[src/rtl/sync_fifo_pkg.sv]
// sync_fifo_pkg: FIFO geometry (ADDR_SIZE, DEPTH), pointer type ptr_t and the wrapping increment next_ptr
package sync_fifo_pkg;
  localparam int ADDR_SIZE = 4;
  localparam int DEPTH = 2 ** ADDR_SIZE;
  typedef logic [ADDR_SIZE:0] ptr_t;
  function automatic ptr_t next_ptr(input ptr_t p);
    return p + ptr_t'(1);
  endfunction
endpackage

[src/rtl/fifo_mem.sv]
// fifo_mem: dual-port RAM; ports clk, rst (active-low async), w_en/w_addr/w_data sync write, r_en/r_addr/r_data read (async under SYNC_FIFO_FWFT_EN, registered otherwise)
module fifo_mem #(
  parameter int DATA_SIZE = 8,
  parameter int ADDR_SIZE = 4
) (
  input  logic                 clk,
  input  logic                 rst,
  input  logic                 w_en,
  input  logic [ADDR_SIZE-1:0] w_addr,
  input  logic [DATA_SIZE-1:0] w_data,
  input  logic                 r_en,
  input  logic [ADDR_SIZE-1:0] r_addr,
  output logic [DATA_SIZE-1:0] r_data
);
  logic [DATA_SIZE-1:0] mem [2**ADDR_SIZE];
  always_ff @(posedge clk)
    if (w_en) mem[w_addr] <= w_data;
`ifdef SYNC_FIFO_FWFT_EN
  logic unused_rd;
  assign unused_rd = rst ^ r_en;
  assign r_data = mem[r_addr];
`else
  always_ff @(posedge clk or negedge rst)
    if (!rst) r_data <= '0;
    else if (r_en) r_data <= mem[r_addr];
`endif
endmodule

[src/rtl/sync_fifo_lvl.sv]
// sync_fifo_lvl: single-clock FIFO with level, almost-full/empty and sticky overflow/underflow; ports clk, rst (active-low async), w_en/w_data/w_full/w_almost_full, r_en/r_data/r_empty/r_almost_empty, level, overflow, underflow; SYNC_FIFO_FWFT_EN selects zero-latency read
module sync_fifo_lvl
  import sync_fifo_pkg::*;
#(
  parameter int DATA_SIZE  = 8,
  parameter int AFULL_THR  = 12,
  parameter int AEMPTY_THR = 2
) (
  input  logic                 clk,
  input  logic                 rst,
  input  logic                 w_en,
  input  logic [DATA_SIZE-1:0] w_data,
  output logic                 w_full,
  output logic                 w_almost_full,
  input  logic                 r_en,
  output logic [DATA_SIZE-1:0] r_data,
  output logic                 r_empty,
  output logic                 r_almost_empty,
  output ptr_t                 level,
  output logic                 overflow,
  output logic                 underflow
);
  localparam ptr_t FULL_LVL   = ptr_t'(DEPTH);
  localparam ptr_t AFULL_LVL  = ptr_t'(AFULL_THR);
  localparam ptr_t AEMPTY_LVL = ptr_t'(AEMPTY_THR);
  ptr_t w_ptr, r_ptr, level_n;
  logic rd_acc, wr_acc;
  // a full FIFO still takes a write when the same edge pops a word
  always_comb begin
    rd_acc  = r_en && !r_empty;
    wr_acc  = w_en && (!w_full || rd_acc);
    level_n = level + ptr_t'(wr_acc) - ptr_t'(rd_acc);
  end
  always_ff @(posedge clk or negedge rst)
    if (!rst) begin
      w_ptr          <= '0;
      r_ptr          <= '0;
      level          <= '0;
      w_full         <= 1'b0;
      w_almost_full  <= 1'b0;
      r_empty        <= 1'b1;
      r_almost_empty <= 1'b1;
      overflow       <= 1'b0;
      underflow      <= 1'b0;
    end else begin
      if (wr_acc) w_ptr <= next_ptr(w_ptr);
      if (rd_acc) r_ptr <= next_ptr(r_ptr);
      level          <= level_n;
      w_full         <= level_n == FULL_LVL;
      w_almost_full  <= level_n >= AFULL_LVL;
      r_empty        <= level_n == '0;
      r_almost_empty <= level_n <= AEMPTY_LVL;
      overflow       <= overflow | (w_en && !wr_acc);
      underflow      <= underflow | (r_en && !rd_acc);
    end
  fifo_mem #(.DATA_SIZE(DATA_SIZE), .ADDR_SIZE(ADDR_SIZE)) u_mem (
    .clk    (clk),
    .rst    (rst),
    .w_en   (wr_acc),
    .w_addr (w_ptr[ADDR_SIZE-1:0]),
    .w_data (w_data),
    .r_en   (rd_acc),
    .r_addr (r_ptr[ADDR_SIZE-1:0]),
    .r_data (r_data)
  );
endmodule

[config.mk]
export PLATFORM = sky130hd
export DESIGN_NAME = sync_fifo_lvl
export DESIGN_NICKNAME = d
export VERILOG_FILES = /design/src/rtl/sync_fifo_pkg.sv /design/src/rtl/fifo_mem.sv /design/src/rtl/sync_fifo_lvl.sv
export SDC_FILE = /design/constraint.sdc
export NUM_CORES = 1
export LEC_CHECK = 0
export BUFFER_PORTS_ARGS = -buffer_cell sky130_fd_sc_hd__buf_2
export CORE_ASPECT_RATIO = 1.25
export CORE_MARGIN = 2
export CORE_UTILIZATION = 40
export DETAILED_ROUTE_END_ITERATION = 8
export GPL_TIMING_DRIVEN = 0
export PLACE_DENSITY = 0.64
export SLEW_MARGIN = 30
export SYNTH_ARGS = -nofsm -noshare
export SYNTH_HDL_FRONTEND = slang
export SYNTH_SLANG_ARGS = --single-unit
[constraint.sdc]
create_clock -name clk -period 2.9 [get_ports clk]
set_input_delay 0 -clock clk [delete_from_list [all_inputs] [get_ports clk]]
set_output_delay 0 -clock clk [all_outputs]
set_load 0.01 [all_outputs]
======== Word level (Yosys, flattened, before mapping) ========
Memories as Yosys holds them, arrays and structs flattened. A register that Yosys moved wholly into a read port is not among the register bits.
Cells that the tools add are included.
cells by class
  add/subtract/negate cells ............... 4
  $lt $le $gt $ge ......................... 2
  equal/unequal tests ..................... 1
  multiplexer cells ....................... 2
  bitwise logic cells ..................... 2
  reductions and logical operators ........ 11
operator list
  kind                                                                               count
  5-bit by 1-bit adder with 5-bit output (second input constant)                     2
  5-bit by 1-bit adder with 5-bit output                                             1
  5-bit == test (second input constant)                                              1
  5-bit by 4-bit >= comparator with 1-bit output (second input constant)             1
  5-bit by 2-bit less-or-equal comparator with 1-bit output (second input constant)  1
  1-bit logical NOT                                                                  5
  5-bit logical NOT                                                                  1
  5-bit by 1-bit subtractor with 5-bit output                                        1
  1-bit logical AND                                                                  4
  1-bit two-way mux                                                                  2
  1-bit OR                                                                           2
  1-bit logical OR                                                                   1
word-level totals
  register bits ........................... 21
  memory bits (writable) .................. 128
  output and inout port bits .............. 19
  word-level logic and storage cells ...... 32
  memories kept ........................... 1
memory list
  memory     words  width  read ports  clocked after Yosys merged registers in  write ports  line            RTL
  u_mem.mem  16     8      1           1                                        1            fifo_mem.sv:15  logic [DATA_SIZE-1:0] mem [2**ADDR_SIZE];

======== Longest topological paths before layout ========
Gate-level depths: netlist of the first run.
  depth in word-level cells ............... 7
  depth in mapped cells ................... 12
  gate-level depth less buffers ........... 12

======== Hierarchy ========
From an unflattened synthesis of the first run, not the netlist that was laid out.
second synthesis, totals
  cell total of the unflattened synthesis .. 310
  area, all modules ....................... 6188.4 um2
modules (own cells, without submodules)
  module         instances  cells each  area each (um2)  sequential area each (um2)
  fifo_mem       1          240         5331.4           4043.9
  sync_fifo_lvl  1          70          857.1            478.0

======== Worst setup path before layout of the first run ========
OpenSTA, ideal clock, no wires.
  path type ............................... reg2reg
  start ................................... register r_empty
  end ..................................... register r_empty
  setup time .............................. 0.097 ns
  arrival ................................. 2.650 ns
  path slack .............................. 0.153 ns
  cell stages (with the launch flop) ...... 13
  path buffers ............................ 1
  period minus slack after synthesis ...... 2.747 ns
  cell sequence ........................... dfstp_2 nand2b_1 inv_1 buf_2 ha_1 inv_1 ha_1 inv_1 fa_1 xor2_1 inv_1 or3_1 nor4_1
between the ends
  longest elaborated chain between the ends .. 7
RTL lines
  element                                        line                 RTL
  start: declaration                             sync_fifo_lvl.sv:17  output logic r_empty,
  start signal: assignment                       sync_fifo_lvl.sv:41  r_empty <= 1'b1;
  start signal: assignment                       sync_fifo_lvl.sv:51  r_empty <= level_n == '0;
  1-bit logical NOT *                            sync_fifo_lvl.sv:30  rd_acc = r_en && !r_empty;
  1-bit logical AND *                            sync_fifo_lvl.sv:30
  named net rd_acc                               sync_fifo_lvl.sv:27  logic rd_acc, wr_acc;
  1-bit logical OR                               sync_fifo_lvl.sv:31  wr_acc = w_en && (!w_full || rd_acc);
  1-bit logical AND                              sync_fifo_lvl.sv:31
  5-bit by 1-bit adder with 5-bit output         sync_fifo_lvl.sv:32  level_n = level + ptr_t'(wr_acc) - ptr_t'(rd_acc);
  5-bit by 1-bit subtractor with 5-bit output *  sync_fifo_lvl.sv:32
  named net level_n[2]                           sync_fifo_lvl.sv:26  ptr_t w_ptr, r_ptr, level_n;
  5-bit logical NOT *                            sync_fifo_lvl.sv:51
Mark *: on every way through the listed nets, which the timed path passes. The rest lies on a longest branch.
A chain may end at the register's enable or synchronous reset.

======== Worst setup path after layout of the first run ========
  start ................................... register r_empty
  end ..................................... register w_full
between the ends
  longest elaborated chain between the ends .. 7
RTL lines
  element                                        line                 RTL
  1-bit logical NOT *                            sync_fifo_lvl.sv:30
  1-bit logical AND *                            sync_fifo_lvl.sv:30
  named net rd_acc                               sync_fifo_lvl.sv:27
  1-bit logical OR                               sync_fifo_lvl.sv:31
  1-bit logical AND                              sync_fifo_lvl.sv:31
  5-bit by 1-bit adder with 5-bit output         sync_fifo_lvl.sv:32
  5-bit by 1-bit subtractor with 5-bit output *  sync_fifo_lvl.sv:32
  named net level_n[1]                           sync_fifo_lvl.sv:26
  5-bit == test *                                sync_fifo_lvl.sv:49  w_full <= level_n == FULL_LVL;
  end signal: assignment                         sync_fifo_lvl.sv:39  w_full <= 1'b0;
  end signal: assignment                         sync_fifo_lvl.sv:49
  end: declaration                               sync_fifo_lvl.sv:13  output logic w_full,
Marks and branches as above.

==> flow_summary_export.csv, run 1 <==
group,metric,value,unit
status,outcome,"complete, no violations",
detailed_routing,wire_per_inst,18.8,um
floorplanning,io_pins,31,
pwr,power.total,0.00776,W
cts,cts.htree.levels,4,
min_path,hold_class,"in2reg",
floorplanning,dieHeight,144,um
yosys,syn-cell-area,0.00627,mm^2
timing,rsz0062_at_grt,"no",
min_path,hp-start,"w_data[3]",
timing,worst_pin_slew,0.641,ns
finish,final_layout_size_suffix_gt1_frac,0.249,
min_path,whs_path_depth,1,
detailed_routing,via_per_inst,5.09,
pwr,pwr_density_cell,1040,mW/mm^2
timing,period_minus_slack,2.73,ns
setup_path,rr_worst_depth,11,
detailed_routing,wl,12000,um
setup_path,crit_arrival,3.04,ns
grt,grt_max_degree,28,
finish,syn2layout_area_growth,19.2,%
job,maxCapViolCount,0,
cts,clk_pin_slew,0.06,ns
yosys,netlist_instances,351,
yosys,synth_cell_types,40,
finish,multiInputGateArea,0.00165,mm^2
setup_path,reg2reg_from,"r_empty$_DFF_PN1_",
setup_path,critPathKind,"reg2reg",
cts,cts_root_buf,"clkbuf_16",
timing,timing.final.crit_share,0.940,
grt,globalRoute.totalOverflow,0,
yosys,yosysWarningCount,0,
placed_design,post-place-cells,593,
floorplanning,die_width,116,um
detailed_routing,drtAntennaViolNets,0,
finish,n_fill_cell,1331,
timing,max_freq,0.367,GHz
cts,cts_tree,"done",
yosys,synth-edff-count,128,
timing,hold_viol,0,
placed_design,place_congestion,0.766,
finish,final_cells,638,
min_path,min_delay_worst_endpoint,"u_mem.mem[14][3]$_DFFE_PP_",
floorplanning,die_area,0.0167,mm^2
floorplanning,initial_core_util,0.406,
setup_path,worstPathRequired,3.22,ns
floorplanning,coreArea,0.0154,mm^2
detailed_routing,drt_pass1_iterations,5,
cts,cts_buffers,17,
cts,clk_latency,0.41,ns
setup_path,r2r_setup_slack,0.17,ns
finish,nNetsFinal,436,
grt,grt_pass1_vias,3330,
setup_path,critPathCaptureType,"register",
timing,slew_headroom,0.569,
finish,regArea,0.00452,mm^2
detailed_routing,via_count,3247,
placed_design,hpwl,8040,um
placed_design,post-place-ws,-0.255,ns
grt,antenna_found_initial,0,
setup_path,r2r-end,"w_full$_DFF_PN0_",
timing,fin_hold_ws,0.0216,ns
timing,drv_slew,0,
timing,setup_viol,0,
pwr,peakVddDrop,0.817,mV
yosys,synthFlopType,"edfxtp_1",
yosys,synth_area_per_cell,17.9,um^2
cts,clk_path_buf_depth,2,
grt,grt_pass1_wl,18500,um
yosys,async_flop_share,0.174,
yosys,synth-seq-cells,155,
yosys,yosysSeqAreaShare,0.722,
detailed_routing,drtIter0Drc,148,
yosys,syn_nets,374,
detailed_routing,drc,0,
timing,fin_skew,0.00812,ns
floorplanning,rows,51,
timing,worst_slack,0.175,ns
grt,grt.total_usage,0.154,
setup_path,crit_fanout,10,
setup_path,cp-start-kind,"register",
placed_design,port_buffers,30,
pwr,leakage,2.73,nW
cts,cts_sinks,155,
finish,n_antenna_cell,0,
power by group:
group / switching (W) / total (W) / internal, W
Sequential: 0.000185 / 0.00299 / 0.00280
Clock: 0.000797 / 0.00228 / 0.00148
Combinational: 0.00139 / 0.00249 / 0.00111
cells in the mapped netlist, types with 3 or more instances:
library cell / instances / share of area
a21o_1: 3 / 0.0036
and2_1: 12 / 0.012
and4_1: 4 / 0.0056
buf_1: 3 / 0.0018
buf_2: 7 / 0.0056
dfrtp_1: 25 / 0.10
edfxtp_1: 128 / 0.61
ha_1: 10 / 0.020
inv_1: 11 / 0.0066
mux2_2: 8 / 0.014
mux2i_1: 32 / 0.051
mux4_1: 8 / 0.034
mux4_2: 8 / 0.029
nand2_1: 9 / 0.0054
nand2b_1: 4 / 0.0040
nor2_1: 8 / 0.0048
nor3_1: 10 / 0.0080
o22ai_1: 20 / 0.020
o22ai_2: 4 / 0.0080
xnor2_1: 7 / 0.0098
worst max-delay path by stage:
| stage | startpoint | end | slack (ns) | cells after the start |
|---|---|---|---|---|
| 6_report | r_empty$_DFF_PN1_ | w_full$_DFF_PN0_ | 0.17 | 11 |
| 5_1_grt | r_empty$_DFF_PN1_ | w_full$_DFF_PN0_ | 0.06 | 11 |
| 4_1_cts | r_empty$_DFF_PN1_ | r_empty$_DFF_PN1_ | 0.02 | 11 |
| 3_5_place_dp | r_empty$_DFF_PN1_ | r_empty$_DFF_PN1_ | -0.25 | 12 |
| 3_3_place_gp | r_empty$_DFF_PN1_ | r_empty$_DFF_PN1_ | -0.16 | 12 |
| 2_1_floorplan | r_empty$_DFF_PN1_ | r_empty$_DFF_PN1_ | 0.15 | 12 |
what timing repair did:
action,CTS,global route
resized for setup,11,2
pin swaps,1,3
hold endpoints to repair,63,0
setup endpoints to repair,4,3
setup buffers,1,4
hold buffers,8,0
state kept, by name, indices dropped and copies added, names as in the netlist:
name	count
underflow	1
w_almost_full	1
r_ptr	4
u_mem.r_data	8
overflow	1
u_mem.mem	128
w_full	1
level	5
w_ptr	4
r_almost_empty	1
r_empty	1
through the flow:
step,TNS (ns),utilization,area [um^2]
after floorplan,0,-,6270
after global placement,-0.305,0.433,6680
after detailed placement,-0.705,0.433,6680
after CTS,0,0.481,7430
after global routing,0,0.484,7470
final,0,0.484,7470
placed cells by master, fill, tap and decap left out, drive strengths merged, types with 9 or more instances in the layout:
cell	instances
o22ai	24
ha	10
and2	12
buf	48
nor3	10
clkbuf	26
mux2i	32
dfrtp	25
mux4	16
nand2	9
inv	12
edfxtp	128
area by class of cell:
| class | instances | area share |
|---|---|---|
| Sequential cell | 155 | 0.605 |
| Multi-Input combinational cell | 169 | 0.221 |
| Clock buffer | 24 | 0.0632 |
| Timing Repair Buffer | 43 | 0.0359 |
| Tap cell | 212 | 0.0355 |
| Clock inverter | 8 | 0.0191 |
| Buffer | 15 | 0.0137 |
| Inverter | 12 | 0.00603 |
kinds of logic (layout without fill, tap and decap cells):
family          after synthesis  count (layout)  synth area share
xor+xnor                      9               9            0.0126
fa+ha+maj                    11              11            0.0232
flops                       155             155             0.722
compound gates               36              36            0.0421
simple gates                 57              57            0.0501
mux                          56              56             0.128
buf+inv                      27             102            0.0226
critical path, cell delays in order (launching register included):
cell      delay, ns
dfstp_2        0.55
nand2b_4       0.17
inv_2          0.07
buf_6          0.15
ha_1           0.29
inv_1          0.06
ha_1           0.15
inv_1          0.06
fa_2           0.51
inv_1          0.07
or3_4          0.41
a211oi_2       0.16
per-layer routing:
layer  track usage  vias to the layer above  part of all wire  wire, um
met4        0.0501                        0             0.012       139
met1         0.191                     1676              0.43      5210
met5             0                        -                 0         0
li1              -                     1499                 -         -
met3        0.0375                       14             0.030       358
met2         0.264                       58              0.53      6320
No activity file was read; power rests on OpenSTA's default activity.
==> inputs of run 2 (changes only) <==
==> constraint.sdc (replaced) <==
create_clock -name clk -period 2.9 [get_ports clk]
set_input_delay 0.725 -clock clk [delete_from_list [all_inputs] [get_ports clk]]
set_output_delay 0.725 -clock clk [all_outputs]
set_load 0.01 [all_outputs]
==> flow_summary_export.csv, run 2 (synthesis gave the netlist of run 1 again) <==
group,metric,value,unit
finish,biggestRegsByFlops,"u_mem.mem x128, u_mem.r_data x8, level x5",
cts,cts_hold_buffers,0,
cts,cts_sinks,155,
floorplanning,die_width,116,um
setup_path,critPathKind,"reg2reg",
cts,cts_buffers,17,
finish,most-common-layout-cells,"128 x edfxtp_1, 36 x buf_2, 32 x mux2i_1, 25 x dfrtp_1, 20 x o22ai_1",
timing,max_freq,0.354,GHz
cts,clk_path_buf_depth,2,
status,outcome,"complete, no violations",
pwr,leakage,2.65,nW
placed_design,post-place-cells,593,
floorplanning,rows,51,
pwr,peakVddDrop,0.799,mV
job,maxCapViolCount,0,
grt,grt_pass1_wl,18500,um
setup_path,worstPathRequired,3.23,ns
cts,cts.htree.levels,4,
timing,slew_headroom,0.534,
timing,setup_viol,0,
placed_design,port_buffers,30,
grt,grt_max_degree,28,
detailed_routing,drtIter0Drc,149,
detailed_routing,drtAntennaViolNets,0,
finish,final_layout_size_suffix_gt1_frac,0.260,
floorplanning,die_area,0.0167,mm^2
min_path,hold_class,"in2async",
finish,layout_commonest_cell,"edfxtp_1",
finish,regMostFlops,"u_mem.mem",
finish,final_cells,631,
floorplanning,initial_core_util,0.406,
pwr,pwr_density_cell,1020,mW/mm^2
timing,period_minus_slack,2.83,ns
setup_path,crit_fanout,5,
grt,grt_pass1_vias,3389,
setup_path,critPathCaptureType,"register",
timing,drv_slew,0,
finish,nNetsFinal,429,
grt,antenna_found_initial,0,
detailed_routing,via_per_inst,5.04,
placed_design,place_congestion,0.787,
setup_path,cp-start-kind,"register",
grt,grt.total_usage,0.155,
finish,largest_reg_flops,128,
setup_path,crit_arrival,3.16,ns
timing,fin_skew,0.00836,ns
placed_design,hpwl,8020,um
detailed_routing,wl,12100,um
floorplanning,io_pins,31,
cts,clk_pin_slew,0.06,ns
timing,worst_pin_slew,0.694,ns
detailed_routing,wire_per_inst,19.2,um
finish,syn2layout_area_growth,16.8,%
timing,timing.final.crit_share,0.974,
floorplanning,coreArea,0.0154,mm^2
timing,fin_hold_ws,0.313,ns
detailed_routing,drc,0,
timing,hold_viol,0,
cts,cts_tree,"done",
finish,n_antenna_cell,0,
detailed_routing,drt_pass1_iterations,4,
timing,setup_tns,0,ns
floorplanning,dieHeight,144,um
grt,globalRoute.totalOverflow,0,
cts,cts_root_buf,"clkbuf_16",
cts,clk_latency,0.42,ns
detailed_routing,via_count,3182,
run 2: cell types whose count changed in the layout (fill, tap and decap cells not counted), sizes merged:
cell,before,now
bufinv,4,1
dlygate4sd3,8,0
clkinv,3,7
buf,48,49
clkinvlp,1,5
clkbuf,26,21
run 2: critical path: stages, from the launching register on:
cell	delay, ns
dfstp_2	0.54
nand2b_4	0.18
inv_4	0.06
buf_8	0.12
ha_1	0.28
inv_1	0.07
ha_2	0.18
inv_1	0.05
fa_2	0.53
inv_2	0.05
or3_4	0.39
nor4_4	0.28
run 2: repair_timing:
action	CTS	global route
pin swaps	0	4
gates resized for setup	3	11
setup buffers	0	6
setup endpoints to repair	3	4
run 2: area by class of cell:
| class | instances | area, um^2 |
|---|---|---|
| Fill cell | 1329 | 8120 |
| Sequential cell | 155 | 4520 |
| Multi-Input combinational cell | 169 | 1650 |
| Clock buffer | 19 | 433 |
| Tap cell | 212 | 265 |
| Timing Repair Buffer | 36 | 195 |
| Buffer | 15 | 106 |
| Clock inverter | 13 | 104 |
| Inverter | 12 | 47.5 |
run 2: worst paths after layout:
check                                         start                       to  slack, ns  cells past startpoint
worst max-delay path              r_empty$_DFF_PN1_        r_empty$_DFF_PN1_       0.07                     11
worst max register to register    r_empty$_DFF_PN1_        r_empty$_DFF_PN1_       0.07                     11
max in group asynchronous                       rst     r_ptr[3]$_DFFE_PN0P_       2.18                      1
min in group clk                underflow$_DFF_PN0_      underflow$_DFF_PN0_       0.46                      1
worst min-delay path                            rst  w_almost_full$_DFF_PN0_       0.31                      1
worst min register to register  underflow$_DFF_PN0_      underflow$_DFF_PN0_       0.46                      1
run 2: power breakdown:
| part | switching, W | internal [W] |
|---|---|---|
| clock network | 0.000833 | 0.00117 |
| registers | 0.000180 | 0.00280 |
| logic | 0.00139 | 0.00110 |
run 2: per-stage QoR:
stage | setup slack [ns] | cell area (um^2) | power (W) | util
after floorplan | 0.0720 | 6280 | 0.00470 | -
after global placement | -0.390 | 6690 | 0.00532 | 0.433
after detailed placement | -0.423 | 6690 | 0.00540 | 0.433
after CTS | -0.0236 | 7240 | 0.00741 | 0.469
after global routing | -0.0177 | 7320 | 0.00786 | 0.474
final | 0.0743 | 7320 | 0.00747 | 0.474
run 2: per-layer routing:
layer,vias up,GRT usage,share of wire
met2,74,0.269,0.51
met4,0,0.0470,0.018
met5,-,0,0
li1,1489,-,-
met1,1605,0.187,0.42
met3,14,0.0451,0.044
